**config.mk**
```make
export PLATFORM = sky130hd
export DESIGN_NAME = mem_stage
export DESIGN_NICKNAME = d
export VERILOG_FILES = /design/src/rtl/mem_stage_pkg.sv /design/src/rtl/mem_align.sv /design/src/rtl/mem_stage.sv
export SDC_FILE = /design/constraint.sdc
export NUM_CORES = 1
export LEC_CHECK = 0
export CORE_MARGIN = 3
export CORE_UTILIZATION = 55
export CTS_BUF_LIST = sky130_fd_sc_hd__clkbuf_4 sky130_fd_sc_hd__clkbuf_8 sky130_fd_sc_hd__clkbuf_16
export DETAILED_ROUTE_END_ITERATION = 7
export DONT_BUFFER_PORTS = 1
export PLACE_DENSITY = 0.75
export SLEW_MARGIN = 10
export SYNTH_ARGS = -nofsm -noshare
export SYNTH_HDL_FRONTEND = slang
export SYNTH_SLANG_ARGS = --single-unit
```
**constraint.sdc**
```tcl
create_clock -name clk -period 7.4 [get_ports clk]
set_input_delay 0.74 -clock clk [delete_from_list [all_inputs] [get_ports clk]]
set_output_delay 0.74 -clock clk [all_outputs]
set_load 0.01 [all_outputs]
```
**src/rtl/mem_stage_pkg.sv**
```systemverilog
// Shared defines for the pipeline: operand-select and ALU function codes,
// memory op / access size encodings and the MEM stage FSM states.
package mem_stage_pkg;

  // Operand select codes
  localparam logic [1:0] OPSEL_RS   = 2'd0;
  localparam logic [1:0] OPSEL_IMM  = 2'd1;
  localparam logic [1:0] OPSEL_PC   = 2'd2;
  localparam logic [1:0] OPSEL_ZERO = 2'd3;

  // ALU function codes
  localparam logic [3:0] ALU_ADD  = 4'd0;
  localparam logic [3:0] ALU_SUB  = 4'd1;
  localparam logic [3:0] ALU_AND  = 4'd2;
  localparam logic [3:0] ALU_OR   = 4'd3;
  localparam logic [3:0] ALU_XOR  = 4'd4;
  localparam logic [3:0] ALU_SLL  = 4'd5;
  localparam logic [3:0] ALU_SRL  = 4'd6;
  localparam logic [3:0] ALU_SRA  = 4'd7;
  localparam logic [3:0] ALU_SLT  = 4'd8;
  localparam logic [3:0] ALU_SLTU = 4'd9;

  // Memory operation (2'b11 is unused and behaves as NONE)
  localparam logic [1:0] MEM_OP_NONE  = 2'd0;
  localparam logic [1:0] MEM_OP_LOAD  = 2'd1;
  localparam logic [1:0] MEM_OP_STORE = 2'd2;

  // Access size (2'b11 is unused and behaves as WORD)
  localparam logic [1:0] SIZE_BYTE = 2'd0;
  localparam logic [1:0] SIZE_HALF = 2'd1;
  localparam logic [1:0] SIZE_WORD = 2'd2;

  typedef enum logic {
    MEM_ST_IDLE = 1'b0,
    MEM_ST_BUSY = 1'b1
  } mem_state_t;

endpackage

```
**src/rtl/mem_align.sv**
```systemverilog
// Byte-lane logic for the MEM stage (purely combinational).
// Ports:
//   addr_lo      low two address bits of the access
//   size         SIZE_* access size
//   is_unsigned  zero-extend loaded byte/half when 1
//   store_data   register value to be stored
//   load_word    full word returned by memory
//   be           byte enables for the access
//   wdata        lane-replicated store data
//   load_data    selected and extended load result
//   misaligned   access violates its natural alignment
module mem_align
  import mem_stage_pkg::*;
#(
  parameter int WIDTH = 32
) (
  input  logic [1:0]       addr_lo,
  input  logic [1:0]       size,
  input  logic             is_unsigned,
  input  logic [WIDTH-1:0] store_data,
  input  logic [WIDTH-1:0] load_word,
  output logic [3:0]       be,
  output logic [WIDTH-1:0] wdata,
  output logic [WIDTH-1:0] load_data,
  output logic             misaligned
);

  logic [7:0]  lane_b;
  logic [15:0] lane_h;

  assign lane_b = load_word[{addr_lo, 3'b000} +: 8];
  assign lane_h = addr_lo[1] ? load_word[31:16] : load_word[15:0];

  always_comb begin
    be         = 4'b1111;
    wdata      = store_data;
    load_data  = load_word;
    misaligned = 1'b0;
    case (size)
      SIZE_BYTE: begin
        be        = 4'b0001 << addr_lo;
        wdata     = {4{store_data[7:0]}};
        load_data = is_unsigned ? {24'b0, lane_b} : {{24{lane_b[7]}}, lane_b};
      end
      SIZE_HALF: begin
        misaligned = addr_lo[0];
        be         = addr_lo[1] ? 4'b1100 : 4'b0011;
        wdata      = {2{store_data[15:0]}};
        load_data  = is_unsigned ? {16'b0, lane_h} : {{16{lane_h[15]}}, lane_h};
      end
      default: begin
        misaligned = |addr_lo;
      end
    endcase
  end

endmodule

```
**src/rtl/mem_stage.sv**
```systemverilog
// Pipeline MEM stage: accepts one EX-MEM entry at a time, runs loads and
// stores against a req/ack data memory and produces the MEM-WB register.
// Ports:
//   clk, reset          clock, asynchronous active-high reset
//   ex_*                EX-MEM entry (valid/ready handshake)
//   dmem_*              data memory request, held until dmem_ack
//   wb_*                MEM-WB register, wb_valid pulses once per instruction
//
// state | meaning
// IDLE  | ready for an entry; NONE and misaligned ops retire from here
// BUSY  | memory request outstanding, waiting for dmem_ack
module mem_stage
  import mem_stage_pkg::*;
#(
  parameter int WIDTH    = 32,
  parameter int ADDR_LEN = 32
) (
  input  logic                clk,
  input  logic                reset,
  input  logic                ex_valid,
  output logic                ex_ready,
  input  logic [ADDR_LEN-1:0] ex_pc,
  input  logic [WIDTH-1:0]    ex_alu_out,
  input  logic [WIDTH-1:0]    ex_rs2_data,
  input  logic [1:0]          ex_mem_op,
  input  logic [1:0]          ex_mem_size,
  input  logic                ex_mem_unsigned,
  input  logic [4:0]          ex_rd,
  input  logic                ex_rd_we,
  output logic                dmem_req,
  output logic                dmem_we,
  output logic [ADDR_LEN-1:0] dmem_addr,
  output logic [WIDTH-1:0]    dmem_wdata,
  output logic [3:0]          dmem_be,
  input  logic                dmem_ack,
  input  logic [WIDTH-1:0]    dmem_rdata,
  output logic                wb_valid,
  output logic                wb_we,
  output logic                wb_misaligned,
  output logic [ADDR_LEN-1:0] wb_pc,
  output logic [WIDTH-1:0]    wb_result,
  output logic [4:0]          wb_rd
);

  mem_state_t state, state_next;

  logic                accept, busy, is_mem;
  logic [ADDR_LEN-1:0] lat_addr, lat_pc;
  logic [WIDTH-1:0]    lat_wdata;
  logic [3:0]          lat_be;
  logic [1:0]          lat_size;
  logic                lat_unsigned, lat_store, lat_rd_we;
  logic [4:0]          lat_rd;

  logic [1:0]          al_addr_lo, al_size;
  logic                al_unsigned, al_misaligned;
  logic [3:0]          al_be;
  logic [WIDTH-1:0]    al_wdata, al_load_data;

  assign busy   = (state == MEM_ST_BUSY);
  assign is_mem = (ex_mem_op == MEM_OP_LOAD) || (ex_mem_op == MEM_OP_STORE);
  assign accept = ex_valid && ex_ready;

  // Lane logic looks at the incoming entry while idle and at the latched
  // access while the request is outstanding (for load extraction).
  assign al_addr_lo  = busy ? lat_addr[1:0] : ex_alu_out[1:0];
  assign al_size     = busy ? lat_size      : ex_mem_size;
  assign al_unsigned = busy ? lat_unsigned  : ex_mem_unsigned;

  mem_align #(.WIDTH(WIDTH)) u_align (
    .addr_lo     (al_addr_lo),
    .size        (al_size),
    .is_unsigned (al_unsigned),
    .store_data  (ex_rs2_data),
    .load_word   (dmem_rdata),
    .be          (al_be),
    .wdata       (al_wdata),
    .load_data   (al_load_data),
    .misaligned  (al_misaligned)
  );

  always_ff @(posedge clk or posedge reset) begin
    if (reset) state <= MEM_ST_IDLE;
    else       state <= state_next;
  end

  always_comb begin
    state_next = state;
    ex_ready   = 1'b0;
    dmem_req   = 1'b0;
    case (state)
      MEM_ST_IDLE: begin
        ex_ready = 1'b1;
        if (ex_valid && is_mem && !al_misaligned) state_next = MEM_ST_BUSY;
      end
      MEM_ST_BUSY: begin
        dmem_req = 1'b1;
        if (dmem_ack) state_next = MEM_ST_IDLE;
      end
      default: state_next = MEM_ST_IDLE;
    endcase
  end

  // Request outputs are zero whenever no access is outstanding.
  assign dmem_we    = busy & lat_store;
  assign dmem_addr  = busy ? {lat_addr[ADDR_LEN-1:2], 2'b00} : '0;
  assign dmem_wdata = busy ? lat_wdata : '0;
  assign dmem_be    = busy ? lat_be : 4'b0000;

  always_ff @(posedge clk or posedge reset) begin
    if (reset) begin
      lat_addr      <= '0;
      lat_pc        <= '0;
      lat_wdata     <= '0;
      lat_be        <= '0;
      lat_size      <= '0;
      lat_unsigned  <= 1'b0;
      lat_store     <= 1'b0;
      lat_rd_we     <= 1'b0;
      lat_rd        <= '0;
      wb_valid      <= 1'b0;
      wb_we         <= 1'b0;
      wb_misaligned <= 1'b0;
      wb_pc         <= '0;
      wb_result     <= '0;
      wb_rd         <= '0;
    end else begin
      wb_valid      <= 1'b0;
      wb_misaligned <= 1'b0;
      if (accept) begin
        if (!is_mem || al_misaligned) begin
          // Retires straight from IDLE; a misaligned access reports its address.
          wb_valid      <= 1'b1;
          wb_misaligned <= is_mem;
          wb_we         <= is_mem ? 1'b0 : ex_rd_we;
          wb_pc         <= ex_pc;
          wb_rd         <= ex_rd;
          wb_result     <= ex_alu_out;
        end else begin
          lat_addr     <= ex_alu_out[ADDR_LEN-1:0];
          lat_pc       <= ex_pc;
          lat_wdata    <= al_wdata;
          lat_be       <= al_be;
          lat_size     <= ex_mem_size;
          lat_unsigned <= ex_mem_unsigned;
          lat_store    <= (ex_mem_op == MEM_OP_STORE);
          lat_rd_we    <= ex_rd_we;
          lat_rd       <= ex_rd;
        end
      end else if (busy && dmem_ack) begin
        wb_valid  <= 1'b1;
        wb_we     <= lat_store ? 1'b0 : lat_rd_we;
        wb_pc     <= lat_pc;
        wb_rd     <= lat_rd;
        wb_result <= lat_store ? '0 : al_load_data;
      end
    end
  end

endmodule

```
==> Word level (Yosys, flattened, before mapping) <==
Cells that the tools add are included.
{ "totals": {"register_bits": 183, "in_bits": 143, "out_inout_bits": 143, "word_cells": 77} }
{ "classes": {"n_eq_ne": 4, "shifts": 2, "muxes": 39, "n_bitwise": 3, "n_reduce_logical": 13} }
{ "op_table": {"columns": ["cell", "count"], "rows": [
  ["32-bit 2-to-1 mux", 11],
  ["32-bit case mux with 2 select lines", 2],
  ["32-bit by 6-bit indexed part select with 8-bit output", 1],
  ["16-bit 2-to-1 mux", 1],
  ["1-bit 2-to-1 mux", 15],
  ["5-bit 2-to-1 mux", 3],
  ["4-bit 2-to-1 mux", 2],
  ["4-bit case mux with 2 select lines", 1],
  ["2-bit by 1-bit equality test with 1-bit output (second input constant)", 2],
  ["1-bit logical AND", 4],
  ["2-bit 2-to-1 mux", 2],
  ["1-bit case mux with 2 select lines", 2],
  ["2-bit AND reduction", 2],
  ["1-bit by 2-bit << shifter with 4-bit output (first input constant)", 1],
  ["2-bit equality test (second input constant)", 1],
  ["1-bit logical NOT", 2],
  ["2-bit logical NOT", 1],
  ["1-bit logical OR", 2],
  ["2-bit by 1-bit inequality test with 1-bit output (second input constant)", 1],
  ["1-bit NOT", 2],
  ["2-bit nonzero test", 1],
  ["2-bit OR reduction", 1],
  ["1-bit bitwise AND", 1]
]} }

==> Longest topological paths before layout <==
Gate-level depths: netlist of run 1.
{ "logic_depth": {"depth_word": 7, "mapped_depth": 9, "ltp_nobuf": 7} }

==> By module <==
A second synthesis of run 1 with hierarchy kept.
{ "unflattened": {"cells_unflattened": 772, "hier_area_um2": 9703.1} }
{ "by_module_without_submodules": {"columns": ["mod", "n_inst", "cells_each", "area_per_inst_um2", "seq_area_each_um2"], "rows": [
  ["mem_stage", 1, 592, 8495.6, 4579.4],
  ["mem_align", 1, 180, 1207.4, 0.0]
]} }

==> Worst setup path before layout of run 1 <==
OpenSTA, ideal clock, no wires.
{ "synth_timing": {"path_kind": "in2reg", "startpoint": "input port ex_alu_out[0]", "endpoint": "register lat_addr[31]", "setup_time_ns": 0.125, "arrival_ns": 2.249, "required_ns": 7.275, "setup_slack_ns": 5.026, "cell_stages": 7, "path_buffers": 3, "path_cell_list": "clkbuf_1 > mux2_2 > nor2_1 > o221ai_1 > buf_2 > buf_4 > mux2_2"} }
{ "synth_via": {"elab_chain_len": 6} }
{ "synth_rtl": {"columns": ["item", "line", "source"], "rows": [
  ["start: declaration", "mem_stage.sv:23", "input logic [WIDTH-1:0] ex_alu_out,"],
  ["2-bit 2-to-1 mux (*)", "mem_stage.sv:66", "assign al_addr_lo = busy ? lat_addr[1:0] : ex_alu_out[1:0];"],
  ["2-bit OR reduction", "mem_align.sv:52", "misaligned = |addr_lo;"],
  ["1-bit case mux with 2 select lines (*)", "mem_align.sv:39", "case (size)"],
  ["1-bit logical OR (*)", "mem_stage.sv:131", "if (!is_mem || al_misaligned) begin"],
  ["1-bit NOT (no line) (*)", null, null],
  ["2-bit AND reduction (no line) (*)", null, null],
  ["end signal: assignment", "mem_stage.sv:140", "lat_addr <= ex_alu_out[ADDR_LEN-1:0];"],
  ["end: declaration", "mem_stage.sv:48", "logic [ADDR_LEN-1:0] lat_addr, lat_pc;"]
]} }
Mark *: on every way between the ends. The rest lies on a longest branch, timed or not.
A chain may end at the register's enable or synchronous reset.

==> Worst setup path in the final report of run 1 <==
{ "layout_timing": {"startpoint": "register state (netlist: busy)", "endpoint": "register wb_result[13]"} }
{ "layout_via": {"elab_chain_len": 7, "word_cells_on_any_way": 22, "cone_classes": "2 x eq/ne; 1 x shift; 12 x mux; 7 x reduce/logical"} }
{ "layout_rtl": {"columns": ["item", "line", "source"], "rows": [
  ["start: declaration", "mem_stage.sv:45", "mem_state_t state, state_next;"],
  ["start signal: assignment", "mem_stage.sv:84", "else state <= state_next;"],
  ["2-bit 2-to-1 mux", "mem_stage.sv:66", null],
  ["32-bit by 6-bit indexed part select with 8-bit output / 16-bit 2-to-1 mux (equally long branches)", "mem_align.sv:31, mem_align.sv:32", null],
  ["32-bit 2-to-1 mux (on tied branches)", "mem_align.sv:43, mem_align.sv:49", null],
  ["32-bit case mux with 2 select lines", "mem_align.sv:39", null],
  ["32-bit 2-to-1 mux", "mem_stage.sv:155", "wb_result <= lat_store ? '0 : al_load_data;"],
  ["32-bit 2-to-1 mux", "mem_stage.sv:150", "end else if (busy && dmem_ack) begin"],
  ["32-bit 2-to-1 mux", "mem_stage.sv:130", "if (accept) begin"],
  ["end signal: assignment", "mem_stage.sv:138", "wb_result <= ex_alu_out;"],
  ["end signal: assignment", "mem_stage.sv:155", null],
  ["end: declaration", "mem_stage.sv:41", "output logic [WIDTH-1:0] wb_result,"]
]} }
Parallel ways exist; a longest one is shown, timed or not. The select of a mux whose other input is x is not followed.

==> impl_metrics.env, run 1 <==
export IMPL_rsz0062_at_grt="no"
export IMPL_endpoint_kind="register"
export IMPL_worstMarginPinSlew_ns=1.10
export IMPL_wl_per_cell_microns=23.3
export IMPL_ys_seq_area_frac=0.508
export IMPL_viasPerCell=6.37
export IMPL_grt_usage=0.260
export IMPL_drt_first_pass_iters=7
export IMPL_period_share=0.594
export IMPL_ctsResizeCount=0
export IMPL_mostFrequentLayoutCells="182 x dfrtp_1, 97 x nand2_1, 76 x mux2_2"
export IMPL_port_buffers=0
export IMPL_syn_cell_area_sq_um=9010
export IMPL_clk_latency_ns=0.42
export IMPL_met1_usage=0.312
export IMPL_drv_cap=0
export IMPL_ir_drop_uv=220
export IMPL_syn_avg_cell_area_sq_um=10.9
export IMPL_r2r_end="wb_result[13]$_DFFE_PP0P_"
export IMPL_post_cts_buffers=0
export IMPL_syn2layout_area_growth_pct=6.93
export IMPL_antenna_found_initial=0
export IMPL_syn_inst=826
export IMPL_min_period_ns=4.40
export IMPL_io_pins=286
export IMPL_stdcell_area_sq_um=9640
export IMPL_gp_congestion=0.916
export IMPL_cp_max_fo=109
export IMPL_cts_made_buffers=17
export IMPL_n_fill_cell=1319
export IMPL_layout_nets=932
export IMPL_drtIter0Drc=615
export IMPL_synth_main_ff_cell="dfrtp_1"
export IMPL_fin_worst_skew_ns=0.00624
export IMPL_start_util=0.565
export IMPL_dieArea_sq_um=18000
export IMPL_die_height_microns=134
export IMPL_die_w_microns=134
export IMPL_insertedDiodeCount=0
export IMPL_path_class="register to register"
export IMPL_worstPathCellList="buf_4 -> and2b_4 -> buf_4 -> o31ai_1 -> a21o_4 -> inv_1 -> nor2_1 -> o22ai_1"
export IMPL_power_leakage_nw=4.25
export IMPL_placedInstanceArea_sq_um=9050
export IMPL_drive_gt1_frac=0.180
export IMPL_rows=46
export IMPL_reg2reg_depth=8
export IMPL_setup_slack_ns=3.00
export IMPL_dpl_hpwl_mm=16.6
export IMPL_setup_violations=0
export IMPL_grt_max_degree=129
export IMPL_post_place_ws_ns=2.95
export IMPL_htree_levels=4
export IMPL_grt_pass1_wl_mm=36.7
export IMPL_cp_arrival_ns=4.68
export IMPL_first_global_vias=6600
export IMPL_cts_buffer_depth=2
export IMPL_crit_buf_inv=3
export IMPL_hp_class="input port to async pin"
export IMPL_synth_cell_types=54
export IMPL_drv_slew=0
export IMPL_cts_reportedPaths_clkPinSlew_ns=0.07
export IMPL_ys_async_sr_fraction=1.00
export IMPL_layout_commonest_cell="dfrtp_1"
export IMPL_grt_overflow=0
export IMPL_drc=0
export IMPL_setup_tns_ns=0
export IMPL_regArea_sq_um=4580
export IMPL_slew_headroom=0.254
export IMPL_hold_violations=0
export IMPL_yosys_warnings=0
export IMPL_critPathTopFamily="buffers and inverters"
export IMPL_slowest_stage="a21o_4"
export IMPL_cts_sinks=183
export IMPL_cts_hold_buffers=0
export IMPL_tritoncts="yes"
export IMPL_r2r_start="busy$_DFF_PP0_"
export IMPL_routed_wl_mm=23.7
export IMPL_powerDensity_nw_per_um2=403
export IMPL_ff2ff_setup_slack_ns=3.00
export IMPL_status="finished, final reports clean"
export IMPL_core_area_sq_um=15900
export IMPL_vias=6481
export IMPL_gr_usage_met2=0.413
export IMPL_path_common_cell="buf_4"
export IMPL_ys_ff_latch=183
export IMPL_grtUsageMet3=0.111
export IMPL_postRouteAntennaNets=0
export IMPL_root_buffer="clkbuf_16"
export IMPL_multi_input_area_sq_um=4120
export IMPL_grt_busiest_layer="met2"
export IMPL_synth_edf_count=0
export IMPL_cp_slowest_stage_delay_ns=0.78
export IMPL_required_ns=7.68
export IMPL_startpoint_type="register"
export IMPL_fmax_mhz=227
## cells by family (layout without fill, tap and decap cells)
family	Yosys count	in the layout	share of synthesized area
compound gates	154	154	0.109
fa+ha+maj	1	1	0.00139
buf+inv	71	45	0.0396
flops	183	183	0.508
mux	157	157	0.189
other cells	1	2	0.000416
simple gates	259	259	0.152
## cell usage after synthesis (all sizes together) (16+ instances only)
master / number / share of area
nand3: 19 / 0.011
nor2: 33 / 0.014
buf: 33 / 0.024
clkbuf: 33 / 0.014
dfrtp: 183 / 0.51
a21oi: 24 / 0.013
nand2: 97 / 0.040
mux2i: 72 / 0.083
mux2: 85 / 0.11
nand4: 16 / 0.018
o21ai: 59 / 0.034
and2: 68 / 0.047
## sequential cells by signal, indices dropped and copies added, names as in the netlist
| register | flops |
|---|---|
| lat_be | 4 |
| lat_addr | 32 |
| lat_store | 1 |
| wb_we | 1 |
| lat_rd_we | 1 |
| wb_pc | 32 |
| busy | 1 |
| lat_pc | 32 |
| wb_valid | 1 |
| lat_rd | 5 |
| lat_wdata | 32 |
| wb_misaligned | 1 |
| wb_rd | 5 |
| lat_unsigned | 1 |
| lat_size | 2 |
| wb_result | 32 |
## where the power goes
part	internal (mW)	switching, mW
Clock	0.519	0.389
Sequential	1.48	0.418
Combinational	0.498	0.581
## worst max-delay path by stage
| stage | from | end | slack (ns) | cells past startpoint |
|---|---|---|---|---|
| detailed placement | busy$_DFF_PP0_ | wb_result[21]$_DFFE_PP0P_ | 2.95 | 8 |
| floorplan | reset | busy$_DFF_PP0_ | 1.69 | 1 |
| CTS | busy$_DFF_PP0_ | wb_result[13]$_DFFE_PP0P_ | 2.95 | 8 |
| global route | busy$_DFF_PP0_ | wb_result[13]$_DFFE_PP0P_ | 2.64 | 8 |
| global placement | busy$_DFF_PP0_ | wb_result[16]$_DFFE_PP0P_ | 3.11 | 8 |
| finish | busy$_DFF_PP0_ | wb_result[13]$_DFFE_PP0P_ | 3.00 | 8 |
## worst register-to-register path: stages, from the launching register on
cell	delay, ns
dfrtp_2	0.56
buf_4	0.67
and2b_4	0.29
buf_4	0.35
o31ai_1	0.22
a21o_4	0.78
inv_1	0.88
nor2_1	0.37
o22ai_1	0.15
## area by class of cell
class                   count  area share
clock buffers              20      0.0478
clock inverters            12      0.0129
inverters                   5     0.00273
multi-input cells         573       0.427
flip-flops and latches    183       0.475
well taps                 216      0.0280
repair buffers              8     0.00623
## metal layers
| metal | up-vias | routed length [microns] |
|---|---|---|
| li1 | 2853 | - |
| met1 | 3184 | 8920 |
| met2 | 364 | 11200 |
| met3 | 80 | 2540 |
| met4 | 0 | 969 |
| met5 | - | 0 |
## metrics by stage
stage,utilization,std cells,power [mW],hold WS (ns)
5_1_grt,0.605,1017,4.13,0.405
6_report,0.605,1017,3.89,0.359
2_1_floorplan,-,827,2.70,0.441
3_5_place_dp,0.568,985,3.00,0.462
4_1_cts,0.605,1017,3.91,0.387
3_3_place_gp,0.568,985,2.91,0.453
Note: power is estimated with default switching activity, not from simulation.
==> run 2, diff against run 1 <==
PLACE_DENSITY = 0.78   (was 0.75)
clock period = 3.6 ns   (was 7.4 ns; I/O delays follow)
==> run 2 against run 1 <==
  * Die area unchanged
  * Non-clock buffer count grew 4
  * Sequential cell count unchanged
  * Critical path depth decreased by 3
  * Final cell count grew 0.39%
  * Clock power is 130% higher
  * Final area rose by 1.4%
==> impl_metrics.env, run 2 (synthesized netlist as in run 1, its figures left out) <==
export IMPL_r2r_start="busy$_DFF_PP0_"
export IMPL_post_place_ws_ns=0.626
export IMPL_cts_buffer_depth=2
export IMPL_dieArea_sq_um=18000
export IMPL_first_global_vias=6736
export IMPL_final_core_util=0.613
export IMPL_ff2ff_setup_slack_ns=0.58
export IMPL_drv_slew=0
export IMPL_clk_latency_ns=0.42
export IMPL_fin_worst_skew_ns=0.0115
export IMPL_routed_wl_mm=23.8
export IMPL_layout_commonest_cell="dfrtp_1"
export IMPL_cts_made_buffers=17
export IMPL_port_buffers=0
export IMPL_ir_drop_uv=399
export IMPL_placedInstanceArea_sq_um=9100
export IMPL_grt_usage=0.262
export IMPL_min_period_ns=3.02
export IMPL_rows=46
export IMPL_reg2reg_depth=5
export IMPL_grt_pass1_wl_mm=37.3
export IMPL_cp_arrival_ns=3.37
export IMPL_gp_congestion=0.917
export IMPL_setup_slack_ns=0.576
export IMPL_die_height_microns=134
export IMPL_io_pins=286
export IMPL_worstMarginPinSlew_ns=1.10
export IMPL_cp_slowest_stage_delay_ns=0.94
export IMPL_path_class="register to register"
export IMPL_stdcell_area_sq_um=9770
export IMPL_ctsResizeCount=0
export IMPL_antenna_found_initial=0
export IMPL_grt_max_degree=140
export IMPL_powerDensity_nw_per_um2=843
export IMPL_drt_first_pass_iters=5
export IMPL_period_share=0.840
export IMPL_cts_sinks=183
export IMPL_crit_end="wb_result[27]$_DFFE_PP0P_"
export IMPL_die_w_microns=134
export IMPL_slew_headroom=0.264
export IMPL_insertedDiodeCount=0
export IMPL_core_area_sq_um=15900
export IMPL_placed_cells=988
export IMPL_syn2layout_area_growth_pct=8.44
export IMPL_cts_reportedPaths_clkPinSlew_ns=0.07
export IMPL_wl_per_cell_microns=23.3
export IMPL_startpoint_type="register"
export IMPL_fmax_mhz=331
export IMPL_setup_tns_ns=0
export IMPL_hold_violations=0
export IMPL_layout_nets=936
export IMPL_endpoint_kind="register"
export IMPL_hp_class="input port to register"
export IMPL_worstPathCellList="buf_4 -> nand3b_2 -> nor2_1 -> nand2_1 -> nand4_1"
export IMPL_post_cts_buffers=0
export IMPL_htree_levels=4
export IMPL_r2r_end="wb_result[27]$_DFFE_PP0P_"
export IMPL_required_ns=3.95
export IMPL_slowest_stage="nor2_1"
export IMPL_critPathLaunch="busy$_DFF_PP0_"
export IMPL_drc=0
export IMPL_drtIter0Drc=644
export IMPL_dpl_hpwl_mm=17.0
export IMPL_drv_cap=0
export IMPL_viasPerCell=6.36
export IMPL_grt_overflow=0
export IMPL_min_delay_start="dmem_ack"
export IMPL_cp_max_fo=41
export IMPL_tritoncts="yes"
export IMPL_start_util=0.565
export IMPL_status="finished, final reports clean"
export IMPL_postRouteAntennaNets=0
export IMPL_vias=6498
export IMPL_power_leakage_nw=4.30
export IMPL_rsz0062_at_grt="no"
export IMPL_finalNonFillerCells=1021
export IMPL_drive_gt1_frac=0.184
export IMPL_mostFrequentLayoutCells="182 x dfrtp_1, 97 x nand2_1, 76 x mux2_2"
export IMPL_setup_violations=0
export IMPL_root_buffer="clkbuf_16"
run 2: cell types whose count changed in the layout (fill, tap and decap cells not counted):
cell / previous run / this run
buf_12: 0 / 2
buf_4: 8 / 9
bufinv_16: 2 / 5
clkbuf_4: 1 / 3
clkbuf_8: 2 / 0
clkinv_2: 6 / 0
clkinvlp_4: 1 / 3
dlygate4sd3_1: 0 / 1
inv_6: 3 / 4
o311ai_1: 2 / 1
o311ai_2: 0 / 1
run 2: critical path, delay by kind of cell, from the launching register on:
kind	cells	cell delay (ns)
DFF	1	0.83
and+or+nand+nor	4	1.70
buffers and inverters	1	0.42
run 2: cell type report:
cell class	instances	area, sq um
fillers	1335	6170
clock buffers	20	448
multi-input cells	573	4120
flip-flops and latches	183	4580
clock inverters	12	211
repair buffers	12	118
inverters	5	22.5
well taps	216	270
run 2: how the worst min path moves through the flow:
stage	endpoint	slack (ns)	depth (start not counted)
3_5_place_dp	lat_addr[20]$_DFFE_PP0P_	0.15	1
5_1_grt	busy$_DFF_PP0_	0.04	1
4_1_cts	busy$_DFF_PP0_	0.02	1
6_report	busy$_DFF_PP0_	0.04	1
2_1_floorplan	lat_be[0]$_DFFE_PP0P_	0.44	2
3_3_place_gp	lat_addr[20]$_DFFE_PP0P_	0.15	1
run 2: where the power goes:
group          total (mW)  internal [mW]  switching [mW]
registers            3.93           3.05           0.881
clock network        2.08           1.27           0.809
logic                2.23           1.03            1.19
total                8.24           5.35            2.88
run 2: what timing repair did:
item | CTS | global route
setup endpoints to repair | 0 | 0
hold buffers | 1 | 0
hold endpoints to repair | 3 | 0
run 2: stage by stage:
stage,hold WS [ns],power (mW)
2_1_floorplan,0.441,5.56
3_3_place_gp,0.151,5.99
3_5_place_dp,0.149,6.20
4_1_cts,0.0178,8.29
5_1_grt,0.0359,8.73
6_report,0.0367,8.24
run 2: routing by layer:
metal | GRT usage | wire, microns
met1 | 0.319 | 8900
met2 | 0.414 | 11300
met3 | 0.107 | 2560
met4 | 0.115 | 985
met5 | 0 | 0
==> run 3, diff against run 2 <==
clock period = 2.45 ns   (was 3.6 ns; I/O delays follow)
==> run 3 against run 2 <==
  * The run now ends with DRC left
  * Core utilization is 7.1 points higher
  * Fmax rose by 28%
  * Worst setup slack lost 0.48 ns
  * Worst hold slack got worse by 0.021 ns
  * Sequential cell count is the same
  * Clock power up 38%
  * Non-clock buffer count up 116
  * Clock-buffer cell count decreased by 2
  * Via count increased by 8.6%
  * Largest power group unchanged
==> impl_metrics.env, run 3 (synthesized netlist as in run 1, its figures left out) <==
export IMPL_grt_pass1_wl_mm=41.4
export IMPL_startpoint_type="register"
export IMPL_status="complete, but fails checks"
export IMPL_drv_slew=0
export IMPL_power_switching_mw=4.48
export IMPL_wl_per_cell_microns=23.1
export IMPL_drv_cap=0
export IMPL_mostFrequentLayoutCells="182 x dfrtp_1, 99 x dlygate4sd3_1, 97 x nand2_1"
export IMPL_p_clk_frac=0.235
export IMPL_die_height_microns=134
export IMPL_dieArea_sq_um=18000
export IMPL_cts_sinks=183
export IMPL_design_power_total_mw=12.3
export IMPL_cts_buffer_depth=2
export IMPL_die_w_microns=134
export IMPL_routed_wl_mm=26.3
export IMPL_postRouteAntennaNets=0
export IMPL_root_buffer="clkbuf_16"
export IMPL_gp_congestion=0.898
export IMPL_pwr_share_comb=0.298
export IMPL_layout_nets=1052
export IMPL_drc=5
export IMPL_fin_worst_skew_ns=0.0126
export IMPL_setup_slack_ns=0.0945
export IMPL_layout_commonest_cell="dfrtp_1"
export IMPL_fmax_mhz=425
export IMPL_grt_max_degree=91
export IMPL_grt_usage=0.293
export IMPL_vias=7054
export IMPL_met2WireLength_mm=12.6
export IMPL_drtIter0Drc=640
export IMPL_ir_drop_uv=625
export IMPL_slew_headroom=0.228
export IMPL_hp_class="input port to register"
export IMPL_period_share=0.961
export IMPL_syn2layout_area_growth_pct=21.1
export IMPL_hold_violations=0
export IMPL_insertedDiodeCount=0
export IMPL_maxUsedRoutingLayer="met4"
export IMPL_rows=46
export IMPL_wl_met3_mm=2.83
export IMPL_powerDensity_nw_per_um2=1120
export IMPL_io_pins=286
export IMPL_tritoncts="yes"
export IMPL_grt_overflow=0
export IMPL_switching_share=0.365
export IMPL_min_period_ns=2.36
export IMPL_viasPerCell=6.20
export IMPL_path_class="register to register"
export IMPL_cts_reportedPaths_clkPinSlew_ns=0.07
export IMPL_setup_tns_ns=0
export IMPL_endpoint_kind="register"
export IMPL_clk_latency_ns=0.44
export IMPL_antenna_found_initial=0
export IMPL_power_leakage_nw=4.81
export IMPL_port_buffers=0
export IMPL_post_place_ws_ns=-0.00469
export IMPL_cp_max_fo=59
export IMPL_dpl_hpwl_mm=17.4
export IMPL_setup_violations=0
export IMPL_htree_levels=4
export IMPL_hold_ws_ns=0.0156
export IMPL_first_global_vias=7471
export IMPL_violations="DRC"
export IMPL_core_area_sq_um=15900
export IMPL_cts_made_buffers=17
export IMPL_start_util=0.565
export IMPL_drive_gt1_frac=0.180
export IMPL_drt_first_pass_iters=8
export IMPL_required_ns=2.75
export IMPL_m1WireLength_mm=9.55
export IMPL_worstMarginPinSlew_ns=1.15
export IMPL_cp_arrival_ns=2.65
export IMPL_internal_power_mw=7.80
export IMPL_seqPwrFrac=0.467
-- run 3: changes by cell type in the layout (fill, tap and decap cells not counted), moves of 3 or more --
| cell | previous run | this run |
|---|---|---|
| bufinv_16 | 5 | 2 |
| inv_8 | 1 | 4 |
| buf_12 | 2 | 6 |
| buf_4 | 9 | 23 |
| clkbuf_4 | 3 | 0 |
| clkinv_4 | 0 | 3 |
| dlygate4sd3_1 | 1 | 99 |
-- run 3: critical path, cell delays in order (launching register included) --
cell,delay [ns]
dfrtp_2,0.52
buf_12,0.22
and2b_4,0.28
buf_4,0.68
mux2i_1,0.32
o21ai_0,0.13
-- run 3: layout make-up --
cell class              count  area [sq um]
inverters                   5          22.5
multi-input cells         573          4130
repair buffers            128          1280
well taps                 216           270
clock buffers              18           439
fillers                  1154          5030
clock inverters            14           181
flip-flops and latches    183          4580
-- run 3: through the flow --
stage / std cells / instance area (sq um) / utilization
2_1_floorplan: 827 / 9020 / -
3_3_place_gp: 1005 / 9270 / 0.581
3_5_place_dp: 1005 / 9270 / 0.581
4_1_cts: 1136 / 10900 / 0.683
5_1_grt: 1137 / 10900 / 0.684
6_report: 1137 / 10900 / 0.684
-- run 3: worst paths after layout --
path / cells after the start / start / slack, ns / end
worst max-delay path: 5 / busy$_DFF_PP0_ / 0.09 / wb_pc[17]$_DFFE_PP0P_
worst min register to register: 1 / lat_wdata[29]$_DFFE_PP0P_ / 0.47 / lat_wdata[29]$_DFFE_PP0P_
worst max register to register: 5 / busy$_DFF_PP0_ / 0.09 / wb_pc[17]$_DFFE_PP0P_
min in group asynchronous: 2 / reset / 0.25 / lat_addr[28]$_DFFE_PP0P_
worst min-delay path: 2 / ex_alu_out[7] / 0.02 / wb_result[7]$_DFFE_PP0P_
max in group asynchronous: 3 / reset / 1.32 / lat_wdata[7]$_DFFE_PP0P_
-- run 3: power by group through the flow --
stage                     clock network [mW]  registers [mW]  logic, mW
after CTS                               2.91            5.71       3.61
after global routing                    3.06            5.90       4.03
after global placement                     0            5.65       3.29
final                                   2.88            5.73       3.66
after detailed placement                   0            5.74       3.47
after floorplan                            0            5.38       2.78
-- run 3: what timing repair did --
action,in CTS,in global routing
hold buffers,99,0
setup endpoints to repair,0,29
hold endpoints to repair,114,0
gates resized for setup,0,1
buffers inserted,0,1
-- run 3: metal layers --
metal / vias up / track usage
li1: 3095 / -
met1: 3421 / 0.356
met2: 434 / 0.461
met3: 104 / 0.102
met4: 0 / 0.158
met5: - / 0
